File: src/rtl/tx_gearbox_66to32.sv
// tx_gearbox_66to32 -- transmit gearbox packing 66-bit frames
// ({hdr[1:0], data[63:0]}, hdr[1] first on the wire) into a continuous
// stream of 32-bit words with data_o[31] as the first wire bit.
// An idle frame is inserted whenever no frame is offered at a load point,
// so the header cadence never breaks.
// Optional feature: define TX_GBOX_SLIP_EN to let slip_i discard one bit
// at the buffer head (one bit per enabled slip cycle).
// If a skip or slip leaves fewer than 32 bits after a load, that cycle
// emits nothing and the next cycle loads again, so the stream stays exact.

module tx_gearbox_66to32_chk (
    input logic       clk,
    input logic       rst,
    input logic [6:0] lvl
);
    lvl_range_a: assert property (@(posedge clk) disable iff (rst) lvl <= 7'd97);
endmodule

module tx_gearbox_66to32 #(
    parameter logic [1:0]  IDLE_HDR     = 2'b10,
    parameter logic [63:0] IDLE_PAYLOAD = 64'h1E00_0000_0000_0000,
    parameter int unsigned INIT_SKIP    = 0
) (
    input  logic        clk_i,
    input  logic        rst_i,
    input  logic        tx_en_i,
    input  logic [1:0]  frame_hdr_i,
    input  logic [63:0] frame_data_i,
    input  logic        frame_valid_i,
    output logic        frame_ready_o,
    input  logic        slip_i,
    output logic [31:0] data_o,
    output logic        data_valid_o,
    output logic [5:0]  gbox_cnt_o,
    output logic        idle_ins_o
);
    localparam logic [6:0] INIT_SKIP_W = 7'(INIT_SKIP);

    logic [96:0] buf_r;
    logic [6:0]  lvl_r;
    logic [6:0]  skip_r;
    logic [5:0]  word_idx_r;

    logic        load_s;
    logic        slip_amt_s;
    logic [65:0] ins_s;
    logic [96:0] fill_s;
    logic [96:0] work_s;
    logic [96:0] next_buf_s;
    logic [7:0]  avail_s;
    logic [7:0]  drop_s;
    logic [6:0]  next_lvl_s;
    logic        emit_s;

    assign load_s        = (lvl_r < 7'd32);
    assign frame_ready_o = tx_en_i & load_s;
    assign ins_s         = frame_valid_i ? {frame_hdr_i, frame_data_i}
                                         : {IDLE_HDR, IDLE_PAYLOAD};

`ifdef TX_GBOX_SLIP_EN
    assign slip_amt_s = slip_i;
`else
    // slip request is masked off so the stream follows the no-slip schedule
    assign slip_amt_s = slip_i & 1'b0;
`endif

    // Next-state datapath: append a frame, drop skip/slip bits, take one word
    always_comb begin
        fill_s  = buf_r;
        avail_s = {1'b0, lvl_r};
        drop_s  = {7'd0, slip_amt_s};
        if (load_s) begin
            fill_s  = buf_r | ({ins_s, 31'd0} >> lvl_r);
            avail_s = {1'b0, lvl_r} + 8'd66;
            drop_s  = {1'b0, skip_r} + {7'd0, slip_amt_s};
        end else begin
            fill_s  = buf_r;
            avail_s = {1'b0, lvl_r};
        end
        work_s  = fill_s << drop_s;
        avail_s = avail_s - drop_s;
        emit_s  = (avail_s >= 8'd32);
        if (emit_s) begin
            next_buf_s = work_s << 7'd32;
            next_lvl_s = 7'(avail_s - 8'd32);
        end else begin
            next_buf_s = work_s;
            next_lvl_s = avail_s[6:0];
        end
    end

    // Buffer, fill level, skip counter and registered outputs
    always_ff @(posedge clk_i) begin
        if (rst_i) begin
            buf_r        <= 97'd0;
            lvl_r        <= 7'd0;
            skip_r       <= INIT_SKIP_W;
            word_idx_r   <= 6'd0;
            data_o       <= 32'd0;
            data_valid_o <= 1'b0;
            gbox_cnt_o   <= 6'd0;
            idle_ins_o   <= 1'b0;
        end else if (tx_en_i) begin
            buf_r      <= next_buf_s;
            lvl_r      <= next_lvl_s;
            idle_ins_o <= load_s & ~frame_valid_i;
            if (load_s) begin
                skip_r <= 7'd0;
            end
            if (emit_s) begin
                data_o       <= work_s[96:65];
                data_valid_o <= 1'b1;
                gbox_cnt_o   <= word_idx_r;
                word_idx_r   <= (word_idx_r == 6'd32) ? 6'd0 : word_idx_r + 6'd1;
            end else begin
                data_valid_o <= 1'b0;
            end
        end else begin
            data_valid_o <= 1'b0;
            idle_ins_o   <= 1'b0;
        end
    end

    tx_gearbox_66to32_chk u_chk (
        .clk (clk_i),
        .rst (rst_i),
        .lvl (lvl_r)
    );

endmodule

File: config.mk
export PLATFORM = sky130hd
export DESIGN_NAME = tx_gearbox_66to32
export DESIGN_NICKNAME = d
export VERILOG_FILES = /design/src/rtl/tx_gearbox_66to32.sv
export SDC_FILE = /design/constraint.sdc
export NUM_CORES = 1
export LEC_CHECK = 0
export ABC_AREA = 1
export CAP_MARGIN = 25
export CORE_UTILIZATION = 33
export DETAILED_ROUTE_END_ITERATION = 6
export PLACE_DENSITY = 0.6
export SLEW_MARGIN = 10
export SYNTH_ARGS = -nofsm -noshare
export SYNTH_HDL_FRONTEND = slang
export SYNTH_SLANG_ARGS = --single-unit
File: constraint.sdc
create_clock -name clk_i -period 1.5 [get_ports clk_i]
set_input_delay 0.15 -clock clk_i [delete_from_list [all_inputs] [get_ports clk_i]]
set_output_delay 0.15 -clock clk_i [all_outputs]
set_load 0.1 [all_outputs]
==> flow_metrics.env <==
export IMPL_cp_required_ns=1.81
export IMPL_min_period_over_period_pct=110
export IMPL_syn2layout_area_growth_pct=50.3
export IMPL_std_cell_rows=60
export IMPL_relSlewSlack_pct=56.8
export IMPL_synth_top_flop_cell="dfxtp_1"
export IMPL_gp_congestion=0.996
export IMPL_overflow=0
export IMPL_drv_cap=0
export IMPL_end_kind="flop"
export IMPL_chipWidth_um=169
export IMPL_drive_gt1_share_pct=28.4
export IMPL_grt_util_met1_pct=33.6
export IMPL_die_h_um=169
export IMPL_synth_edf_count=0
export IMPL_rsz0062_at_grt="yes"
export IMPL_numPortBuffers=110
export IMPL_period_minus_slack_ns=1.64
export IMPL_clockRootBuffer="clkbuf_16"
export IMPL_antenna_found_initial=1
export IMPL_grt_met3_usage_pct=3.04
export IMPL_cp_max_fo=6
export IMPL_first_pass_iters=5
export IMPL_synth_warnings=0
export IMPL_setup_viol=59
export IMPL_vias_per_cell=5.38
export IMPL_io_pins=112
export IMPL_wirelength_mm=38.5
export IMPL_arrival_ns=1.96
export IMPL_slew_viol_final=0
export IMPL_outcome="finished, violations left"
export IMPL_fin_ws_ns=-0.144
export IMPL_grt_pass1_wl_mm=58.5
export IMPL_fin_nets=1743
export IMPL_drt_iter0_drc=1227
export IMPL_post_drt_wl_per_cell_um=18.7
export IMPL_irDropWorstVdd_uv=740
export IMPL_final_antenna_net_count=0
export IMPL_cts_buffer_depth=2
export IMPL_grt_most_used_layer="met2"
export IMPL_min_path_type="input port to flop"
export IMPL_synth_fp_nets=1590
export IMPL_dp_hpwl_mm=27.9
export IMPL_syn_cell_area_um2=9160
export IMPL_powerDensity_nw_per_um2=1020
export IMPL_ys_types=31
export IMPL_h_tree_depth=4
export IMPL_regToRegStartpoint="lvl_r[1]"
export IMPL_max_freq_ghz=0.608
export IMPL_r2r_setup_slack_ns=-0.14
export IMPL_leakagePower_uw=0.00607
export IMPL_start_util_pct=33.8
export IMPL_finalPower_uw=14000
export IMPL_worst_setup_path_type="flop to flop"
export IMPL_clkSinkCount=149
export IMPL_fin_worst_skew_ns=0.0108
export IMPL_use_met2_pct=45.2
export IMPL_cts_tree="yes"
export IMPL_diodes=0
export IMPL_worstSkewPairLatency_ns=0.43
export IMPL_holdCritStartpoint="tx_en_i"
export IMPL_drcViolationCount=0
export IMPL_hold_viol_final=0
export IMPL_via_count=11053
export IMPL_clkSlewWorstSetupHoldPaths_ns=0.07
export IMPL_fillCellCount=2762
export IMPL_dp_slack_ns=-0.272
export IMPL_max_slew_worst_pin_slew_ns=0.640
export IMPL_grt_usage_pct=26.8
export IMPL_worstSetupStartpoint="lvl_r[1]"
export IMPL_tns_ns=-2.90
export IMPL_ys_ff_latch=149
export IMPL_syn_instance_count=1515
export IMPL_whs_ns=0.0602
export IMPL_core_area_um2=27100
export IMPL_avgSynthCellArea_um2=6.05
export IMPL_grt_max_degree=69
export IMPL_violations="setup timing"
export IMPL_cp_start_kind="flop"
export IMPL_grt_pass1_vias=10479
export IMPL_ys_seq_area_share_pct=32.6
export IMPL_cts_buffers=17
export IMPL_synth_async_reset_ratio_pct=0
export IMPL_dieArea_um2=28400
## where the power goes
group	switching, uW	leakage, uW	internal [uW]
Clock	1800	0.000281	2510
Combinational	3290	0.00456	1970
Sequential	231	0.00123	4200
Total	5330	0.00607	8680
## worst max-delay path, stage by stage, from the launching register on
cell and delay [ns]:
dfxtp_4 0.44, buf_4 0.15, ha_4 0.14, inv_4 0.04, o41ai_2 0.27, buf_4 0.18
ha_4 0.19, nand2_1 0.05, o21ai_1 0.06
## metrics by stage
step | std cells | util, % | cell area (um^2)
after CTS | 2049 | 48.5 | 13100
final | 2053 | 50.8 | 13800
after floorplan | 1515 | - | 9180
after global routing | 2053 | 50.8 | 13800
after detailed placement | 2005 | 43.3 | 11700
after global placement | 2005 | 43.3 | 11700
## kinds of logic (layout without fill, tap and decap cells)
logic type | after synthesis | count (layout) | share of synthesized area [%]
adders and majority gates | 4 | 4 | 0.546
buffers and inverters | 191 | 357 | 9.55
muxes | 1 | 1 | 0.109
xor gates and xnor gates | 2 | 2 | 0.191
AOI/OAI and AO/OA | 217 | 217 | 12.4
DFF | 149 | 149 | 32.6
and+or+nand+nor | 951 | 951 | 44.6
## cell usage after synthesis, drive strengths merged, types with 7 or more instances
cell | count | area, um^2
o21ai | 109 | 553
nand3 | 347 | 1740
nor3 | 10 | 65.1
o211ai | 7 | 52.6
nand4 | 9 | 56.3
clkbuf | 45 | 169
a21oi | 83 | 415
inv | 73 | 277
nor2 | 151 | 579
buf | 71 | 422
nand2 | 433 | 1630
a31oi | 15 | 93.8
dfxtp | 149 | 2980
## path summary, 6_finish.rpt
| kind | end | cells after the start |
|---|---|---|
| worst min register to register | buf_r[0] | 2 |
| worst max-delay path | lvl_r[6] | 8 |
| worst min-delay path | gbox_cnt_o[2] | 3 |
| worst max register to register | lvl_r[6] | 8 |
## cell type report
type	instances	area, um^2	share of cell area (%)
clock buffers	19	443	3.22
clock inverters	13	149	1.08
inverters	75	297	2.15
multi-input cells	1175	6390	46.4
flip-flops and latches	149	3000	21.8
well taps	372	465	3.38
repair buffers	250	3030	22.0
## routing by layer
| layer | routed length (um) | part of all wire [%] |
|---|---|---|
| met5 | 0 | 0 |
| met4 | 2090 | 5.4 |
| met3 | 2320 | 6.0 |
| met2 | 18100 | 47 |
| met1 | 15900 | 41 |
## cell usage in the layout, fill, tap and decap left out, types with 7 or more instances in the layout
| cell | instances |
|---|---|
| buf_6 | 12 |
| nand2_1 | 364 |
| inv_1 | 66 |
| o211ai_1 | 7 |
| nor2_1 | 143 |
| nand2_2 | 68 |
| clkdlybuf4s50_1 | 67 |
| a31oi_1 | 15 |
| a21oi_1 | 60 |
| o21ai_0 | 95 |
| nand3_2 | 129 |
| dfxtp_1 | 144 |
| nand4_1 | 9 |
| clkbuf_16 | 19 |
| nand3_1 | 214 |
| buf_4 | 100 |
| buf_12 | 60 |
| a21oi_2 | 22 |
## flip-flops by register name (all words and copies together), names as in the netlist
register	cells
buf_r	97
data_o	32
gbox_cnt_o	6
lvl_r	6
word_idx_r	6
data_valid_o	1
idle_ins_o	1
## repair_timing
action / in CTS / in global routing
resized for setup: 155 / 136
pin swaps: 37 / 13
hold buffers: 0 / 0
endpoints found under the setup margin: 86 / 93
gates cloned: 5 / 2
buffers inserted: 7 / 2
No activity file was read; power rests on OpenSTA's default activity.
